File: src/rtl/pkt_buf_reader_if.sv
// Interface bundling the descriptor input, RAM port-B and output stream
// signals of the packet buffer reader.
interface pkt_buf_reader_if #(
    parameter int DATA_WIDTH = 32,
    parameter int ADDR_WIDTH = 11,
    parameter int LEN_WIDTH  = 12
);
    // descriptor channel
    logic                  desc_valid;
    logic                  desc_ready;
    logic [ADDR_WIDTH-1:0] desc_addr;
    logic [LEN_WIDTH-1:0]  desc_len;

    // RAM read port (port B)
    logic [ADDR_WIDTH-1:0] ram_addr;
    logic                  ram_we;
    logic [DATA_WIDTH-1:0] ram_din;
    logic [DATA_WIDTH-1:0] ram_dout;

    // output stream
    logic                  out_valid;
    logic                  out_ready;
    logic [DATA_WIDTH-1:0] out_data;
    logic                  out_last;

    // status
    logic                  busy;

    // reader side
    modport master (
        input  desc_valid, desc_addr, desc_len, ram_dout, out_ready,
        output desc_ready, ram_addr, ram_we, ram_din,
               out_valid, out_data, out_last, busy
    );

    // descriptor source / RAM / stream sink side
    modport slave (
        output desc_valid, desc_addr, desc_len, ram_dout, out_ready,
        input  desc_ready, ram_addr, ram_we, ram_din,
               out_valid, out_data, out_last, busy
    );
endinterface

File: src/rtl/pkt_buf_reader.sv
// Packet buffer reader: takes one {addr, len} descriptor, streams len words
// out of the packet RAM read port with circular address wrap, and hides the
// RAM's 1-cycle read latency behind a 3-entry output FIFO.
module pkt_buf_reader #(
    parameter int DATA_WIDTH  = 32,
    parameter int NUM_ENTRIES = 2048,
    parameter int ADDR_WIDTH  = $clog2(NUM_ENTRIES),
    parameter int LEN_WIDTH   = 12
) (
    input  logic               clock,
    input  logic               reset,
    pkt_buf_reader_if.master   bus
);

    localparam logic [1:0] ST_IDLE  = 2'd0;
    localparam logic [1:0] ST_READ  = 2'd1;
    localparam logic [1:0] ST_DRAIN = 2'd2;

    localparam logic [ADDR_WIDTH-1:0] LP_ADDR_MAX = ADDR_WIDTH'(NUM_ENTRIES - 1);
    localparam logic [LEN_WIDTH-1:0]  LP_LEN_ONE  = LEN_WIDTH'(1);

    // control state
    logic [1:0]            r_state;
    logic [ADDR_WIDTH-1:0] r_addr;
    logic [LEN_WIDTH-1:0]  r_rem;
    logic                  r_inflight;
    logic                  r_last_tag;

    // output FIFO: entry = {last, data}
    logic [DATA_WIDTH:0]   r_mem [3];
    logic [1:0]            r_wptr;
    logic [1:0]            r_rptr;
    logic [1:0]            r_count;

    logic                  w_desc_hs;
    logic                  w_issue;
    logic                  w_push;
    logic                  w_pop;
    logic                  w_drain_done;
    logic [ADDR_WIDTH-1:0] w_addr_nxt;
    logic [2:0]            w_occupancy;
    logic [DATA_WIDTH:0]   w_head;

    // 3-entry ring pointer advance
    function automatic logic [1:0] f_ptr_inc(input logic [1:0] p);
        return (p == 2'd2) ? 2'd0 : p + 2'd1;
    endfunction

    // Issue throttle only looks at registered state, so out_ready never
    // reaches ram_addr or desc_ready combinationally.
    always_comb begin
        w_occupancy  = {1'b0, r_count} + {2'b00, r_inflight};
        w_desc_hs    = (r_state == ST_IDLE) && bus.desc_valid;
        w_issue      = (r_state == ST_READ) && (r_rem != '0) && (w_occupancy < 3'd3);
        w_addr_nxt   = (r_addr == LP_ADDR_MAX) ? '0 : r_addr + 1'b1;
        w_push       = r_inflight;
        w_pop        = (r_count != 2'd0) && bus.out_ready;
        // Leave DRAIN at the edge where the final word pops, so desc_ready
        // rises in the very next cycle.
        w_drain_done = (r_state == ST_DRAIN) && !r_inflight &&
                       ((r_count == 2'd0) || ((r_count == 2'd1) && w_pop));
        w_head       = r_mem[r_rptr];
    end

    // descriptor latch, address/remaining bookkeeping and state transitions
    always_ff @(posedge clock or posedge reset) begin
        if (reset) begin
            r_state <= ST_IDLE;
            r_addr  <= '0;
            r_rem   <= '0;
        end else begin
            case (r_state)
                ST_IDLE: begin
                    if (w_desc_hs) begin
                        r_addr <= bus.desc_addr;
                        r_rem  <= bus.desc_len;
                        // a zero-length packet is consumed without leaving IDLE
                        if (bus.desc_len != '0)
                            r_state <= ST_READ;
                    end
                end
                ST_READ: begin
                    if (w_issue) begin
                        r_addr <= w_addr_nxt;
                        r_rem  <= r_rem - LP_LEN_ONE;
                        if (r_rem == LP_LEN_ONE)
                            r_state <= ST_DRAIN;
                    end
                end
                ST_DRAIN: begin
                    if (w_drain_done)
                        r_state <= ST_IDLE;
                end
                default: r_state <= ST_IDLE;
            endcase
        end
    end

    // in-flight marker for the word the RAM returns next cycle
    always_ff @(posedge clock or posedge reset) begin
        if (reset) begin
            r_inflight <= 1'b0;
            r_last_tag <= 1'b0;
        end else begin
            r_inflight <= w_issue;
            r_last_tag <= w_issue && (r_rem == LP_LEN_ONE);
        end
    end

    // FIFO storage; contents are don't-care until count says otherwise
    always_ff @(posedge clock) begin
        if (w_push)
            r_mem[r_wptr] <= {r_last_tag, bus.ram_dout};
    end

    // FIFO pointers and occupancy
    always_ff @(posedge clock or posedge reset) begin
        if (reset) begin
            r_wptr  <= 2'd0;
            r_rptr  <= 2'd0;
            r_count <= 2'd0;
        end else begin
            if (w_push)
                r_wptr <= f_ptr_inc(r_wptr);
            if (w_pop)
                r_rptr <= f_ptr_inc(r_rptr);
            case ({w_push, w_pop})
                2'b10:   r_count <= r_count + 2'd1;
                2'b01:   r_count <= r_count - 2'd1;
                default: r_count <= r_count;
            endcase
        end
    end

    // The issue throttle guarantees room for every in-flight word.
    a_no_overflow: assert property (@(posedge clock) disable iff (reset)
        !(w_push && (r_count == 2'd3) && !w_pop));

    assign bus.desc_ready = (r_state == ST_IDLE);
    assign bus.busy       = (r_state != ST_IDLE);
    assign bus.ram_addr   = r_addr;
    assign bus.ram_we     = 1'b0;
    assign bus.ram_din    = '0;
    assign bus.out_valid  = (r_count != 2'd0);
    // head is masked so stale FIFO contents never show on an idle stream
    assign bus.out_data   = bus.out_valid ? w_head[DATA_WIDTH-1:0] : '0;
    assign bus.out_last   = bus.out_valid && w_head[DATA_WIDTH];

endmodule

File: src/flat_wrapper.sv
// flat-port wrapper written by rule: the top's interface ports become plain ports
module pkt_buf_reader_flat 
#(
    parameter int DATA_WIDTH  = 32,
    parameter int NUM_ENTRIES = 2048,
    parameter int ADDR_WIDTH  = $clog2(NUM_ENTRIES),
    parameter int LEN_WIDTH   = 12
)
  (clock, reset, bus_desc_valid, bus_desc_addr, bus_desc_len, bus_ram_dout, bus_out_ready, bus_desc_ready, bus_ram_addr, bus_ram_we, bus_ram_din, bus_out_valid, bus_out_data, bus_out_last, bus_busy);
  pkt_buf_reader_if #(.DATA_WIDTH(DATA_WIDTH), .ADDR_WIDTH(ADDR_WIDTH), .LEN_WIDTH(LEN_WIDTH)) bus_i ();
  input  logic clock;
  input  logic reset;
  input wire logic [$bits(bus_i.desc_valid)-1:0] bus_desc_valid;
  input wire logic [$bits(bus_i.desc_addr)-1:0] bus_desc_addr;
  input wire logic [$bits(bus_i.desc_len)-1:0] bus_desc_len;
  input wire logic [$bits(bus_i.ram_dout)-1:0] bus_ram_dout;
  input wire logic [$bits(bus_i.out_ready)-1:0] bus_out_ready;
  output wire logic [$bits(bus_i.desc_ready)-1:0] bus_desc_ready;
  output wire logic [$bits(bus_i.ram_addr)-1:0] bus_ram_addr;
  output wire logic [$bits(bus_i.ram_we)-1:0] bus_ram_we;
  output wire logic [$bits(bus_i.ram_din)-1:0] bus_ram_din;
  output wire logic [$bits(bus_i.out_valid)-1:0] bus_out_valid;
  output wire logic [$bits(bus_i.out_data)-1:0] bus_out_data;
  output wire logic [$bits(bus_i.out_last)-1:0] bus_out_last;
  output wire logic [$bits(bus_i.busy)-1:0] bus_busy;
  assign bus_i.desc_valid = bus_desc_valid;
  assign bus_i.desc_addr = bus_desc_addr;
  assign bus_i.desc_len = bus_desc_len;
  assign bus_i.ram_dout = bus_ram_dout;
  assign bus_i.out_ready = bus_out_ready;
  assign bus_desc_ready = bus_i.desc_ready;
  assign bus_ram_addr = bus_i.ram_addr;
  assign bus_ram_we = bus_i.ram_we;
  assign bus_ram_din = bus_i.ram_din;
  assign bus_out_valid = bus_i.out_valid;
  assign bus_out_data = bus_i.out_data;
  assign bus_out_last = bus_i.out_last;
  assign bus_busy = bus_i.busy;
  pkt_buf_reader #(.DATA_WIDTH(DATA_WIDTH), .NUM_ENTRIES(NUM_ENTRIES), .ADDR_WIDTH(ADDR_WIDTH), .LEN_WIDTH(LEN_WIDTH)) u_core (.clock(clock), .reset(reset), .bus(bus_i));
endmodule
File: config.mk
export PLATFORM = sky130hd
export DESIGN_NAME = pkt_buf_reader_flat
export DESIGN_NICKNAME = d
export VERILOG_FILES = /design/src/rtl/pkt_buf_reader_if.sv /design/src/rtl/pkt_buf_reader.sv /design/src/flat_wrapper.sv
export SDC_FILE = /design/constraint.sdc
export NUM_CORES = 1
export LEC_CHECK = 0
export ABC_AREA = 1
export CORE_MARGIN = 2
export CORE_UTILIZATION = 30
export DETAILED_ROUTE_END_ITERATION = 8
export PLACE_DENSITY = 0.56
export SETUP_SLACK_MARGIN = 0.4
export SLEW_MARGIN = 20
export SYNTH_ARGS = -nofsm -noshare
export SYNTH_HDL_FRONTEND = slang
export SYNTH_SLANG_ARGS = --single-unit
File: constraint.sdc
create_clock -name clock -period 3.71 [get_ports clock]
set_input_delay 0.742 -clock clock [delete_from_list [all_inputs] [get_ports clock]]
set_output_delay 0.742 -clock clock [all_outputs]
set_load 0.1 [all_outputs]
==> results.txt, run 1 <==
* DIE HEIGHT: 149.8 um
- In this run the tightest slew margin relative to its limit is 33.29%.
* Cell-by-cell trace of the critical path: nor2_2 -> inv_1 -> clkdlybuf4s50_1
* CTS Buf Count: 17
* Sum of net half-perimeters after detailed placement: 9.568 mm
* Final number of max-transition violations: 0
- Worst stage delay on the critical path: 0.97 ns
* Number of max-capacitance violations reported: 0
- Counting along the longest clock path gives a buffer depth of 2.
* # H-tree levels: 4
* Io pins: 139
- Share of the yosys chip area belonging to registers: 59.53%
- GRT Resource Usage Total: 13.56%
- Cell family with the largest share of critical-path delay: buffers and inverters
* Aggregate global routing overflow: 0
- The final layout contains 862 nets.
* Skew-Pair Late Insertion Delay: 0.42 ns
* Data required time at the worst endpoint: 2.97 ns
- The via count of the first global-routing pass is 4,409.
- The floorplan has 53 rows.
- Cts-stage hold buffer count: 0
* Number of iterations in the first detailed-routing pass: 4
- Fin. Hold Viols: 0
- Ratio of final minimum period to clock period: 78.05%
- The most used flip-flop cell after synthesis is edfxtp_1.
* Number of DRC markers after the initial detailed-route iteration: 252
- Number of flops mapped to enable cells by yosys: 99
* Mapped cell area: 6381 sq um
* Summed negative setup slack over all endpoints: 0 ns
- Setup violations remaining at the end of the flow were counted as 0.
- Post-CTS setup buffer count: 0
- STA classifies the critical path startpoint as a register.
- The smallest clock period supported by the final layout is computed as 2.896 ns.
- For the worst setup path, the data arrival time is 2.15 ns.
- In the final routed layout, each cell accounts on average for 13.46 um.
- Setup repair after global routing left no endpoint under its margin.
- Synthesized flop and latch total: 132
- Entering global routing, the biggest net connects 35 pins.
- Ratio of cells with drive above 1 in the final layout: 13.14%
- Worst Tran Pin Value: 0.9975 ns
* TritonCTS clock tree: yes
* Post-CTS sizing: 1
- In this run the tool buffered the top-level ports with 105 buffer cells.
* Setup skew after layout: 0.01157 ns
- Total via count after detailed routing: 4,713
- Die outline width: 149.8 um
- Count of buffering cells on the critical path with inverters included: 2
* Detailed-route wire length: 14.57 mm
- For this run, the top clock speed supported by timing is 345.4 MHz.
- Number of distinct library cells after synthesis: 35
* Top-area cell type share of the netlist area: 46.59%
- Relative area change from synthesis to final layout: 34.41%
- Path type of the worst setup path: register to output port
- First-pass GRT wire length: 23.19 mm
- Yosys synthesis warning count: 0
- Post-Syn Instances: 683
* Clock-pin slew on the worst setup and hold paths: 0.07 ns
- CTS saw 132 sinks.
* Post-synth top cells: 245 x nand2_1, 99 x edfxtp_1, 78 x inv_1
- For this configuration, the core starts out at a cell density of 30.45%.
* Fill count: 2,056
* Post-synth ARST share: 25.00%
- In this run the worst hold path is classified as register to register.
* Routability-driven placement congestion ratio: 0.7882
- Core Footprint: 20,960 sq um
- Cell with the biggest individual delay on the critical path: clkdlybuf4s50_1
* Number of antenna violations at the first check in global routing: 1
* Dominant cells by area after synthesis: edfxtp_1 47%, nand2_1 14%, dfrtp_1 13%
* Crit Path Max Fanout: 5
* Clock tree root buffer cell: clkbuf_16
- Dividing the detail-routed via count by the number of cells gives 4.356.
- The flow ran to the end, and the final reports show no timing, DRC or antenna violations.
- Number of remaining DRC errors: 0
* Total Die Area: 22,450 sq um
- Crit. End Element: output port
- Count of antenna diodes in the layout: 0
- Cell with the most instances after synthesis: nand2_1
- The detail route stage leaves a number of antenna-violating nets equal to 0.
- Most area-hungry cell type in the Yosys netlist: edfxtp_1
- Dividing the synthesized area by the synthesized cell count gives 9.343 sq um.
final timing paths:
kind / startpoint / endpoint / slack (ns) / cells past startpoint
min in group asynchronous: reset / u_core.bus.ram_addr[6]$_DFFE_PP0P_ / 0.73 / 3
min reg2reg: u_core.r_inflight$_DFF_PP0_ / u_core.r_wptr[1]$_DFFE_PP0P_ / 0.52 / 1
max in group asynchronous: reset / u_core.r_rptr[1]$_DFFE_PP0P_ / 2.64 / 3
min: u_core.r_inflight$_DFF_PP0_ / u_core.r_wptr[1]$_DFFE_PP0P_ / 0.52 / 1
max reg2reg: u_core.r_count[0]$_DFFE_PP0P_ / u_core.r_rem[6]$_DFFE_PP0P_ / 1.48 / 10
max: u_core.r_state[0]$_DFFE_PP0P_ / bus_busy / 0.81 / 3
flip-flops by register name (all words and copies together) (netlist names):
signal,count
u_core.bus.ram_addr,11
u_core.r_mem,99
u_core.r_rem,12
u_core.r_rptr,2
u_core.r_wptr,2
u_core.r_count,2
u_core.r_last_tag,1
u_core.r_state,2
u_core.r_inflight,1
routing by layer:
layer  vias up  wire (um)  part of all wire [%]  track usage [%]
met3        21        899                   6.2            3.811
met1      2191       6934                    48            18.22
met5         -          0                     0                0
met4         0        289                   2.0            4.858
met2       142       6443                    44            20.96
li1       2359          -                     -                -
layout by cell type, fill, tap and decap left out, types with 2 or more instances in the layout:
cell type        instances
o21ai_0                 21
nor3_2                   3
nor2_2                   5
buf_12                  33
inv_1                   78
edfxtp_1                99
ha_1                     9
nor2_1                  33
clkinvlp_4               3
a31oi_1                  2
dfrtp_1                 33
nand3_1                 55
o21bai_1                 3
nand2_2                  3
clkdlybuf4s50_1         70
inv_6                    5
nand4_1                  7
or2_2                    2
bufinv_16                4
o21ai_2                 13
buf_4                   11
xnor2_1                  2
nand2_1                245
a21oi_1                  3
conb_1                  33
clkbuf_16               17
inv_2                    2
worst reg2reg max path: cells and delay by family (launching register included):
kind	cells	cell delay [ns]
compound gates	1	0.07
fa+ha+maj	2	0.49
buf+inv	1	0.39
flops	1	0.41
simple gates	6	0.81
logic make-up (layout without fill, tap and decap cells):
kind of cell    Yosys count  in the layout  share of synthesized area (%)
flops                   132            132                          59.53
buf+inv                 136            228                          10.57
xor+xnor                  3              3                         0.4118
simple gates            356            356                          23.04
other cells               1             33                        0.05877
compound gates           46             46                          4.627
fa+ha+maj                 9              9                          1.765
final cells by class:
type	count	area, sq um	share of cell area, %
clock buffers	18	429.2	5.004
clock inverters	14	198.9	2.319
inverters	82	311.5	3.632
multi-input cells	447	2051	23.91
flip-flops and latches	132	3799	44.29
well taps	275	344.1	4.012
repair buffers	114	1444	16.83
stage by stage:
step           hold slack, ns  util [%]  worst slack, ns  instance area, sq um  cells
2_1_floorplan          0.4375         -           0.4356                  6504    715
3_3_place_gp           0.5055     37.93           0.8682                  7948   1050
3_5_place_dp           0.5065     37.93           0.8361                  7948   1050
4_1_cts                0.5254     40.93           0.7779                  8577   1082
5_1_grt                0.5381     40.93           0.7128                  8577   1082
6_report               0.5217     40.93           0.8144                  8577   1082
Power of run 1 is not shown: default switching activity piles up to over one toggle a cycle in this logic, so the estimate is an artifact.
==> run 2, diff against run 1 <==
==> constraint.sdc (replaced) <==
create_clock -name clock -period 2.7 [get_ports clock]
set_input_delay 0.54 -clock clock [delete_from_list [all_inputs] [get_ports clock]]
set_output_delay 0.54 -clock clock [all_outputs]
set_load 0.1 [all_outputs]
==> run 2 against run 1 <==
Net effect: design area grew 6.5%; die area unchanged; first-iteration DRC count shrank 12%; clock-buffer cell count grew 1; clock skew decreased by 0.0018 ns; via count rose by 2.4%; critical path depth up 5; sequential share of layout area is 2.7 points lower; global-route usage decreased by 0.16 points; flip-flop and latch count stayed put; largest cell class unchanged; highest routed layer unchanged.
==> results.txt, run 2 (synthesis results as in run 1) <==
* Number of setup violations in the final report: 0 (unchanged)
- Path type of the worst setup path: register to output port
- Cell with the biggest individual delay on the critical path: dfrtp_2
- Fin. Hold Viols: 0 (unchanged)
* Number of nets in the layout: 879 (+2.0%)
- Min cycle time layout: 2.331 ns
- The largest net degree at the start of global routing came to 34 (-2.9%).
- # rows: 53 (unchanged)
* Setup skew after layout: 0.009768 ns (-0.001799 ns)
* Detailed-route wire length: 14.89 mm (+2.2%)
* Worst path most repeated cell: buf_12
- The number of clock sinks is 132 (unchanged).
- The total inserted antenna cells came to 0 (unchanged).
- The DRC violation count after routing came to 0 (unchanged).
- The violation count after the first detailed-route iteration came to 222 (-12%).
- Worst stage delay on the critical path: 0.46 ns (-0.51 ns)
- The placed wire-length estimate after detailed placement was 9.673 mm (+1.1%).
- The required time reported for the critical path endpoint was 2.16 ns (-0.81 ns).
- Critical path depth: 8 (+5)
* Length in cells of the worst reg-to-reg path: 11 (+1)
- Beginning of the worst hold path: u_core.r_last_tag$_DFF_PP0_
- Number of antenna violations at the first check in global routing: 0 (-1)
- Total instance count after detailed placement: 1,054 (+0.38%)
- Tracing the worst setup path back leads to its startpoint at u_core.r_rptr[1]$_DFFE_PP0P_.
- STA classifies the critical path startpoint as a register.
* Input/output buffers: 105 (unchanged)
- TritonCTS clock tree: yes
* Clock-pin slew on the worst setup and hold paths: 0.06 ns (about the same)
* Routability-driven placement congestion ratio: 0.8277 (+5.0%)
* Achievable clock frequency: 428.9 MHz
- The met3 routing resource usage after global routing was 3.476% (-0.34 points).
- The via count of the first global-routing pass is 4,466 (+1.3%).
- Highest-count cells in the layout ignoring fill and taps: 202 x nand2_1, 99 x edfxtp_1, 58 x clkdlybuf4s50_1
- Count of buffering cells on the critical path with inverters included: 4 (+2)
- Clock tree root buffer cell: clkbuf_16
- The non-filler instance count after layout came to 1,099 (+1.6%).
* Io pins: 139 (unchanged)
- Setup repair after global routing could not meet its margin everywhere.
* GRT Resource Usage Total: 13.40% (-0.16 points)
- Crit. End Element: output port
* Worst EP arrival: 1.79 ns (-0.36 ns)
- The residual antenna-violating net count after detailed routing was 0 (unchanged).
- Status: complete, no violations
- Die outline width: 149.8 um (unchanged)
* Crit path capture: bus_out_data[13]
- Summed negative setup slack over all endpoints: 0 ns (unchanged)
- Largest reg by FF count: u_core.r_mem
- Met2 Track Usage GR: 21.21% (+0.25 points)
- The layer flagged by global routing as most heavily used is met2.
- The final critical path takes up 86.35% of the cycle.
- Most common cell after layout, fill and taps aside: nand2_1
* DIE HEIGHT: 149.8 um (unchanged)
- Setup slack on the worst flop-to-flop path: 0.61 ns (-0.87 ns)
- The max-slew violation count is 0 (unchanged).
- The area of the placeable core came to 20,960 sq um (unchanged).
- The maximum buffer depth of the clock tree came to 2 (unchanged).
- The first-pass iteration count of the detailed router was 7 (+3).
- Total via count after detailed routing: 4,825 (+2.4%)
- Relative area change from synthesis to final layout: 43.18%
- Worst flop-to-flop path endpoint: u_core.bus.ram_addr[8]$_DFFE_PP0P_
- First-pass GRT wire length: 23.09 mm (-0.41%)
- Cell-by-cell trace of the critical path: nor2_4 -> buf_12 -> clkbuf_16 -> nand2_1 -> nand3_2 -> nand2_2 -> clkinvlp_4 -> buf_12
- Cts-stage hold buffer count: 0 (unchanged)
- The detailed-route wire length per cell was 13.55 um (+0.62%).
- Number of max-capacitance violations reported: 0 (unchanged)
- The number of H-tree levels was 4 (unchanged).
* Worst min path class: register to register
* Initial standard-cell utilization of the core: 30.45% (unchanged)
* Skew-Pair Late Insertion Delay: 0.41 ns (about the same)
- CTS Buf Count: 17 (unchanged)
- The maximum fanout count along the critical path is 6 (+1).
* Cell family with the largest share of critical-path delay: buffers and inverters
* Vias per Instance: 4.390 (+0.79%)
- The remaining global-route overflow was 0 (unchanged).
* R2r startpoint: u_core.r_count[0]$_DFFE_PP0P_
- Number of flip-flops under the largest register name: 99 (unchanged)
- The met1 routing resource usage after global routing came to 17.99% (-0.23 points).
- Total Die Area: 22,450 sq um (unchanged)
- The ratio of cells with drive above 1 in the final layout came to 28.16% (+15 points).
- Worst hold slack: 0.4763 ns (-0.04538 ns)
==> run 2: worst min-delay path by stage <==
stage	endpoint	slack, ns	depth (start not counted)
after floorplan	u_core.r_mem[0][32]$_DFFE_PP_	0.44	0
after global placement	u_core.r_mem[1][32]$_DFFE_PP_	0.45	0
after detailed placement	u_core.r_mem[1][32]$_DFFE_PP_	0.46	0
after CTS	u_core.r_mem[1][32]$_DFFE_PP_	0.47	0
after global routing	u_core.r_mem[1][32]$_DFFE_PP_	0.49	0
final	u_core.r_mem[1][32]$_DFFE_PP_	0.48	0
==> run 2: per-layer routing <==
metal	up-vias	part of all wire, %	routed length [um]
li1	2393	-	-
met1	2266	46	6830
met2	153	47	6970
met3	13	6.3	937
met4	0	0.99	148
met5	-	0	0
==> run 2: worst reg2reg max path: stages, from the launching register on <==
cell	delay, ns
dfrtp_1	0.37
buf_4	0.14
ha_1	0.19
ha_1	0.26
nand2_1	0.06
nor3b_2	0.19
nand2_2	0.11
nand2_2	0.09
nand3_4	0.18
inv_8	0.26
nand2_1	0.11
o21ai_2	0.07
==> run 2: stage by stage <==
step | utilization [%] | instance area [sq um] | worst slack, ns
6_report | 43.60 | 9136 | 0.3685
5_1_grt | 43.60 | 9136 | 0.2859
4_1_cts | 42.05 | 8811 | 0.3672
3_5_place_dp | 38.77 | 8125 | 0.5497
3_3_place_gp | 38.77 | 8125 | 0.5733
2_1_floorplan | - | 6644 | 0.2890
==> run 2: final cells by class <==
class                           count  area, sq um
Sequential cell                   132         3800
Timing Repair Buffer              131         1725
Clock buffer                       19        432.9
Inverter                           82        434.2
Tap cell                          275        344.1
Clock inverter                     13        110.1
Multi-Input combinational cell    447         2290
Fill cell                        2025        11820
==> run 2: repair_timing <==
| action | 4_1_cts | 5_1_grt |
|---|---|---|
| buffers inserted | 5 | 2 |
| endpoints found under the setup margin | 34 | 53 |
| gates resized for setup | 22 | 62 |
| gates cloned | 1 | 5 |
| pin swaps | 1 | 18 |
Power of run 2 is left out for the same reason.
